**config.mk**
```make
export PLATFORM = sky130hd
export DESIGN_NAME = roulette_round_ctrl
export DESIGN_NICKNAME = d
export VERILOG_FILES = /design/src/rtl/roulette_round_ctrl.sv
export SDC_FILE = /design/constraint.sdc
export NUM_CORES = 1
export LEC_CHECK = 0
export CAP_MARGIN = 20
export CORE_MARGIN = 1.5
export CORE_UTILIZATION = 45
export DETAILED_ROUTE_END_ITERATION = 6
export MAX_ROUTING_LAYER = met4
export PLACE_DENSITY = 0.76
export SLEW_MARGIN = 20
export SYNTH_ARGS = -nofsm -noshare
export SYNTH_HDL_FRONTEND = slang
export SYNTH_SLANG_ARGS = --single-unit
```
**constraint.sdc**
```tcl
create_clock -name clock -period 2.75 [get_ports clock]
set_input_delay 0.275 -clock clock [delete_from_list [all_inputs] [get_ports clock]]
set_output_delay 0.275 -clock clock [all_outputs]
set_load 0.005 [all_outputs]
```
**src/rtl/roulette_round_ctrl.sv**
```systemverilog
// rtl/roulette_round_ctrl.sv - roulette table round sequencer (bet, spin, settle, clear)
//
// Purpose: collects bets from keyboard key events into numbered bet slots,
// starts the wheel, waits for it to stop (with a cycle timeout), waits for
// the payout processor, then clears the slots for the next round.
// Every output comes straight from a register.
//
// Ports:
//   clock        in   sole clock, rising edge
//   reset        in   asynchronous active-low reset
//   key_valid    in   keyboard byte-latched level; one event per rising edge
//   bet_opcode   in   6'b111110 SPIN, 6'b111111 CANCEL, anything else a bet
//   chip_color   in   chip colour from the sensor, 3'b000 = no chip
//   spin_done    in   wheel stopped, single-cycle pulse
//   payout_ready in   payout computation finished (level)
//   slot_we      out  bet-slot write strobe
//   slot_idx     out  slot being written (0-based), held between writes
//   slot_data    out  {chip_color[1:0], bet_opcode}, held between writes
//   slot_clear   out  clear-all-slots strobe
//   bet_count    out  number of accepted bets
//   spin_req     out  start-wheel pulse
//   spin_active  out  high throughout SPIN and SETTLE
//   round_state  out  00 BET, 01 SPIN, 10 SETTLE, 11 CLEAR
//   err_flags    out  sticky errors: [0] full, [1] timeout, [2] empty spin

module roulette_round_ctrl #(
  parameter int          NUM_SLOTS    = 12,
  parameter logic [31:0] SPIN_TIMEOUT = 32'd100000000
) (
  input  logic       clock,
  input  logic       reset,
  input  logic       key_valid,
  input  logic [5:0] bet_opcode,
  input  logic [2:0] chip_color,
  input  logic       spin_done,
  input  logic       payout_ready,
  output logic       slot_we,
  output logic [3:0] slot_idx,
  output logic [7:0] slot_data,
  output logic       slot_clear,
  output logic [3:0] bet_count,
  output logic       spin_req,
  output logic       spin_active,
  output logic [1:0] round_state,
  output logic [2:0] err_flags
);

  localparam logic [5:0]  OP_SPIN   = 6'b111110;
  localparam logic [5:0]  OP_CANCEL = 6'b111111;
  localparam logic [3:0]  MAX_SLOTS = 4'(NUM_SLOTS);
  localparam logic [31:0] TIMER_END = SPIN_TIMEOUT - 32'd1;

  typedef enum logic [1:0] {
    ST_BET    = 2'b00,
    ST_SPIN   = 2'b01,
    ST_SETTLE = 2'b10,
    ST_CLEAR  = 2'b11
  } state_t;

  state_t      state_q, state_d;
  logic        key_prev_q;
  logic        key_event;
  logic [3:0]  count_q, count_d;
  logic        we_q, we_d;
  logic [3:0]  idx_q, idx_d;
  logic [7:0]  data_q, data_d;
  logic        clr_q, clr_d;
  logic        spin_req_q, spin_req_d;
  logic        active_q, active_d;
  logic [2:0]  err_q, err_d;
  logic [31:0] timer_q, timer_d;

  // key_prev_q resets to 1 so a key already held at reset release is not an event.
  assign key_event = key_valid & ~key_prev_q;

  always_comb begin
    state_d = state_q;
    count_d = count_q;
    we_d    = 1'b0;
    idx_d   = idx_q;
    data_d  = data_q;
    err_d   = err_q;
    timer_d = timer_q;

    case (state_q)
      ST_BET: begin
        if (key_event) begin
          if (bet_opcode == OP_CANCEL) begin
            state_d = ST_CLEAR;
            err_d   = 3'b000;
          end else if (bet_opcode == OP_SPIN) begin
            if (count_q != 4'd0) begin
              state_d = ST_SPIN;
              timer_d = 32'd0;
            end else begin
              err_d[2] = 1'b1;
            end
          end else if (chip_color != 3'b000) begin
            // A key without a chip is silently dropped; only a full table flags.
            if (count_q < MAX_SLOTS) begin
              we_d    = 1'b1;
              idx_d   = count_q;
              data_d  = {chip_color[1:0], bet_opcode};
              count_d = count_q + 4'd1;
            end else begin
              err_d[0] = 1'b1;
            end
          end
        end
      end
      ST_SPIN: begin
        // spin_done takes priority over a timeout in the same cycle.
        if (spin_done) begin
          state_d = ST_SETTLE;
        end else if (timer_q == TIMER_END) begin
          state_d  = ST_SETTLE;
          err_d[1] = 1'b1;
        end else begin
          timer_d = timer_q + 32'd1;
        end
      end
      ST_SETTLE: begin
        if (payout_ready) begin
          state_d = ST_CLEAR;
        end
      end
      ST_CLEAR: begin
        state_d = ST_BET;
        count_d = 4'd0;
      end
      default: begin
        state_d = ST_BET;
      end
    endcase

    // Strobes are registered from the next state so they line up with the
    // state they belong to.
    spin_req_d = (state_q == ST_BET) && (state_d == ST_SPIN);
    clr_d      = (state_d == ST_CLEAR);
    active_d   = (state_d == ST_SPIN) || (state_d == ST_SETTLE);
  end

  always_ff @(posedge clock or negedge reset) begin
    if (!reset) begin
      state_q    <= ST_BET;
      key_prev_q <= 1'b1;
      count_q    <= 4'd0;
      we_q       <= 1'b0;
      idx_q      <= 4'd0;
      data_q     <= 8'd0;
      clr_q      <= 1'b0;
      spin_req_q <= 1'b0;
      active_q   <= 1'b0;
      err_q      <= 3'b000;
      timer_q    <= 32'd0;
    end else begin
      state_q    <= state_d;
      key_prev_q <= key_valid;
      count_q    <= count_d;
      we_q       <= we_d;
      idx_q      <= idx_d;
      data_q     <= data_d;
      clr_q      <= clr_d;
      spin_req_q <= spin_req_d;
      active_q   <= active_d;
      err_q      <= err_d;
      timer_q    <= timer_d;
    end
  end

  assign slot_we     = we_q;
  assign slot_idx    = idx_q;
  assign slot_data   = data_q;
  assign slot_clear  = clr_q;
  assign bet_count   = count_q;
  assign spin_req    = spin_req_q;
  assign spin_active = active_q;
  assign round_state = state_q;
  assign err_flags   = err_q;

endmodule

```
== Word level (Yosys, flattened, before mapping) ==
Cells that the tools add are included.
Widths: inputs -> output; s select.

* Bits in writable memories: 0
* Logic and storage cells: 97
* Register bits: 58
* Latch bits: 0
* Input bits: 14
* Output and inout bits: 25
* Memories kept: 0
* Memory bits (read-only): 0

* Shifts and indexed selects: 0
* Bitwise operators: 4
* Multiplexer cells: 39
* Divide/modulo/power cells: 0
* $lt $le $gt $ge: 1
* $mul: 0
* Reduce and logical (&&, ||, !) cells: 15
* $add $sub $neg: 2
* Equal/unequal tests: 23

{| class="wikitable"
|+ Operators with widths
! cell !! number
|-
| $mux 32 || 6
|-
| $pmux 32 s2 || 1
|-
| $add 32x1->32 const B || 1
|-
| $eq 32x27->1 const B || 1
|-
| $ne 2x2->1 const B || 14
|-
| $mux 4 || 5
|-
| $mux 1 || 16
|-
| $mux 2 || 8
|-
| $eq 6x6->1 const B || 2
|-
| $reduce_and 6->1 || 2
|-
| $reduce_and 5->1 || 2
|-
| $eq 2x2->1 const B || 4
|-
| $pmux 2 s4 || 1
|-
| $pmux 4 s2 || 1
|-
| $reduce_bool 2->1 || 4
|-
| $reduce_and 7->1 || 1
|-
| $add 4x1->4 const B || 1
|-
| $eq 2x1->1 const B || 2
|-
| $lt 4x4->1 const B || 1
|-
| $reduce_and 4->1 || 1
|-
| $reduce_bool 4->1 || 1
|-
| $not 1->1 || 3
|-
| $reduce_bool 3->1 || 1
|-
| $logic_not 2->1 || 1
|-
| 4 further kinds || 4
|}

== Longest topological paths before layout ==
* Depth in word-level cells: 8
* Depth in mapped cells: 9
* Gate-level depth less buffers: 8

== Least setup slack after synthesis ==
Ideal clock, no wire load.

* Kind: register to register
* Start point: register timer_q[11]
* End point: register spin_req_q, in the netlist spin_req
* Arrival time: 2036 ps
* Path slack: 580 ps
* Stages on the path, launching flop included: 10
* Clock period less this slack: 2170 ps
* Required time: 2616 ps
* Buffers on the path: 2
* Setup time: 134 ps
* Cell sequence: dfrtp_1 -> buf_2 -> or4b_1 -> nor3_1 -> and3_1 -> buf_2 -> o21ai_0 -> and3_1 -> ha_1 -> nor3b_1

* Word-level cells in the longest chain between the ends: 6

{| class="wikitable"
|+ RTL lines
! element !! RTL line !! source
|-
| start: declaration || 71 || <nowiki>logic [31:0] timer_q, timer_d;</nowiki>
|-
| start signal: assignment || 167 || <nowiki>timer_q <= timer_d;</nowiki>
|-
| $eq 32x27->1 || 115 || <nowiki>end else if (timer_q == TIMER_END) begin</nowiki>
|-
| $mux 2 || 115 ||
|-
| $mux 2 || 113 || <nowiki>if (spin_done) begin</nowiki>
|-
| $pmux 2 s4 || 85 || <nowiki>case (state_q)</nowiki>
|-
| $eq 2x1->1 || 138 || <nowiki>spin_req_d = (state_q == ST_BET) && (state_d == ST_SPIN);</nowiki>
|-
| $logic_and 1x1->1 || 138 ||
|-
| net spin_req_d || 68 || <nowiki>logic spin_req_q, spin_req_d;</nowiki>
|-
| end signal: assignment || 164 || <nowiki>spin_req_q <= spin_req_d;</nowiki>
|-
| end: declaration || 68 ||
|}

The timed path passes the listed nets, and every way through them passes these cells.
A chain may end at the register's enable or synchronous reset.

== Final worst setup path ==
* Start point: register timer_q[0]
* End point: register timer_q[26]

* Word-level cells in the longest chain between the ends: 4
* Elaborated cells between the ends (all ways): 7
* Classes of those cells: add/sub (1); eq/ne (2); mux (3); reduce/logical (1)

{| class="wikitable"
|+ RTL lines
! element !! RTL line !! source
|-
| $add 32x1->32 || 119 || <nowiki>timer_d = timer_q + 32'd1;</nowiki>
|-
| $mux 32 || 115 ||
|-
| $mux 32 || 113 ||
|-
| $pmux 32 s2 || 85 ||
|}

Parallel ways exist; a longest one is shown, timed or not. The select of a mux whose other input is x is not followed.

==> flow_metrics.py <==
metrics = {
    "logic_synthesis": {
        "synth_top_family_by_area": "simple AND/OR/NAND/NOR gates",
        "syn_inst": 363,
        "synth-main-ff-cell": "dfrtp_1",
        "synth_compound_area_frac": 0.170,
        "yosysSeqAreaShare": 0.438,
        "synthMuxAreaShare": 0.0461,
        "synth_area_mm2": 0.00331,
        "synth_xor_area_frac": 0.00264,
        "yosysWarnings": 0,
        "synth.ff_latch_count": 58,
        "postSynthNetCount": 382,
        "async_flop_share": 1.00,
        "synthDistinctLibCells": 59,
        "synth_top_area_cell": "dfrtp_1",
        "avgSynthCellArea_um2": 9.13,
        "yosys.area_share.adder": 0.0189,
        "synth_edf_count": 0,
        "synthDominantCellAreaShare": 0.431,
        "yosys.area_share.simple": 0.282,
        "synth_area_leaders": "dfrtp_1 (43%), nand2_1 (4.5%), nand4_1 (3.6%)",
    },
    "die": {
        "start_util": 0.462,
        "die_w_um": 88.8,
        "die_area_mm2": 0.00789,
        "row_count": 31,
        "io_pins": 39,
        "die_y_um": 88.8,
        "core_area_mm2": 0.00718,
    },
    "clocking": {
        "htree_levels": 3,
        "hold_buffers": 0,
        "worstSkewPairLatency_ns": 0.34,
        "path_clk_slew_ns": 0.07,
        "cts_root_buffer": "clkbuf_8",
        "cts_tree": "done",
        "cts_setup_buffers": 0,
        "cts_sinks": 58,
        "cts_buffer_depth": 2,
        "postCtsResizedCells": 0,
        "cts_made_buffers": 9,
    },
    "global_route": {
        "overflow": 0,
        "top_usage_layer": "met2",
        "gr-usage-all-layers": 0.249,
        "grt_pass1_vias": 3075,
        "use_met3": 0.0681,
        "met2_usage": 0.371,
        "grt_pass1_wl_mm": 14.7,
        "grt_max_degree": 33,
        "use_met1": 0.323,
        "antenna_found_initial": 0,
    },
    "setup_path": {
        "crit_path_start_kind": "flip-flop",
        "critPathMaxFanout": 8,
        "r2r_slack_ns": 0.37,
        "worstReg2RegEnd": "timer_q[26]$_DFFE_PN0P_",
        "max_stage_delay_ns": 0.71,
        "r2r-start": "timer_q[0]$_DFFE_PN0P_",
        "worst-setup-path-type": "reg -> reg",
        "required_ns": 2.97,
        "r2r_cells": 6,
        "crit_path_end_kind": "flip-flop",
        "worstPathArrival_ns": 2.60,
        "critical-path-slowest-cell": "or4_1",
        "crit_chain": "ha_1, nand4_2, or4_1, o311ai_1, nor2_1, a221o_1",
    },
    "cells_and_area": {
        "drive_above_1_share": 0.125,
        "final_core_util": 0.563,
        "antenna_cells": 0,
        "seq_area_mm2": 0.00145,
        "nets": 422,
        "multi_input_area_mm2": 0.00173,
        "nFillCells": 634,
        "synthToLayoutAreaGrowth_pct": 21.9,
    },
    "sta": {
        "slew_viol_final": 0,
        "setup_violations": 0,
        "fin_tns_setup_ns": 0,
        "hold_viol": 5,
        "whs_ns": -0.00799,
        "fin_skew_ns": 0.00560,
        "max_freq_ghz": 0.421,
        "rsz0062_at_grt": "no",
        "fin_crit_sh": 0.864,
        "period_minus_slack_ns": 2.38,
        "slew-limit-headroom": 0.514,
        "worst_pin_slew_ns": 0.729,
    },
    "hold_path": {
        "min_path_type": "in -> async",
    },
    "detailed_routing": {
        "routed_via_density": 6.21,
        "dr.pass1.iters": 5,
        "antenna_left": 0,
        "wire_per_inst_um": 16.8,
        "drtIter0Drc": 361,
        "num_vias": 3148,
        "drc_errors": 0,
        "wirelength_mm": 8.52,
    },
    "outcome": {
        "status": "complete, but fails checks",
        "failed_checks": "negative hold slack",
    },
    "pwr": {
        "seqPwrFrac": 0.403,
        "sw_frac_of_total": 0.326,
        "p_clk_frac": 0.287,
        "p_switching_w": 0.00101,
        "comb_power_share": 0.310,
        "p_per_area_mw_per_mm2": 762,
        "p_int_w": 0.00207,
        "ir_drop_mv": 0.578,
        "p_leak_nw": 1.72,
    },
    "placed_design": {
        "io_buffers": 38,
        "gp_congestion": 0.970,
        "dpl.hpwl_mm": 5.83,
    },
    "job": {
        "cap_violations": 0,
    },
}
## metal layers
| metal | up-vias | part of all wire | wire length [um] |
|---|---|---|---|
| li1 | 1457 | - | - |
| met1 | 1522 | 0.44 | 3740 |
| met2 | 149 | 0.46 | 3920 |
| met3 | 20 | 0.079 | 671 |
| met4 | 0 | 0.021 | 180 |
| met5 | - | 0 | 0 |
## worst max-delay path by stage
stage,startpoint,endpoint,slack [ns],cells after the start
after global routing,timer_q[11]$_DFFE_PN0P_,spin_req$_DFF_PN0_,0.28,7
after CTS,timer_q[0]$_DFFE_PN0P_,timer_q[26]$_DFFE_PN0P_,0.38,6
after global placement,key_valid,slot_data[5]$_DFFE_PN0P_,0.40,6
after floorplan,timer_q[11]$_DFFE_PN0P_,spin_req$_DFF_PN0_,0.58,9
after detailed placement,bet_opcode[3],timer_q[5]$_DFFE_PN0P_,0.36,7
final,timer_q[0]$_DFFE_PN0P_,timer_q[26]$_DFFE_PN0P_,0.37,6
## through the flow
step                      hold WS, ns  setup WS [ns]  instance area [um^2]  std cells  total power [W]
after floorplan               -0.0206          0.580                  3310        363          0.00171
after global placement          0.376          0.405                  3820        491          0.00218
after detailed placement        0.380          0.356                  3820        491          0.00221
after CTS                      0.0183          0.376                  4040        507          0.00310
after global routing           0.0463          0.276                  4040        507          0.00327
final                        -0.00799          0.373                  4040        507          0.00308
## layout by cell type, fill, tap and decap left out, types with 4 or more instances in the layout
cell,instances
nand3_1,18
inv_1,7
a21oi_1,10
clkdlybuf4s50_1,37
mux2i_1,4
nand2b_1,5
and2_1,5
and3_1,8
clkinv_2,4
o31ai_1,4
ha_1,5
a32oi_1,4
o21ai_0,23
dfrtp_1,57
mux2_2,9
clkbuf_8,10
nor4_1,8
nand2_1,40
buf_4,15
nor3_1,11
a31oi_1,17
nor2_1,25
nand4_1,19
## synthesized netlist by cell type (9+ instances only)
cell      instances
nor2_1           25
clkbuf_1         14
nand3_1          18
nand4_1          19
mux2_2            9
nor3_1           11
dfrtp_1          57
a31oi_1          17
o21ai_0          23
nor4_1            9
a21oi_1          10
nand2_1          40
## area by class of cell
| class | count | area share |
|---|---|---|
| clock buffers | 10 | 0.0341 |
| flip-flops and latches | 58 | 0.360 |
| repair buffers | 53 | 0.121 |
| multi-input cells | 273 | 0.428 |
| inverters | 8 | 0.00743 |
| clock inverters | 6 | 0.0198 |
| well taps | 99 | 0.0307 |
## power groups by stage
stage               Sequential (W)  Clock, W  Combinational, W
floorplan                  0.00122         0          0.000489
global placement           0.00125         0          0.000935
detailed placement         0.00125         0          0.000954
CTS                        0.00124  0.000896          0.000963
global route               0.00127  0.000931           0.00107
finish                     0.00124  0.000884          0.000956
## registers in the layout, indices dropped and copies added, names as in the netlist
register / flops
slot_clear: 1
slot_idx: 4
spin_active: 1
spin_req: 1
err_flags: 3
bet_count: 4
round_state: 2
slot_we: 1
timer_q: 32
slot_data: 8
key_prev_q: 1
## critical path: cells and delay by family (launching register included)
kind            cells  cell delay, ns
fa+ha+maj           1            0.31
compound gates      2            0.59
flops               1            0.43
simple gates        3            0.93
## cell families (layout without fill, tap and decap cells)
logic type	after synthesis	in the layout
and+or+nand+nor	170	170
DFF	58	58
AOI/OAI and AO/OA	83	83
buffers and inverters	32	77
xor gates and xnor gates	1	1
adders and majority gates	5	5
muxes	14	14
(Power assumes the default switching activity.)
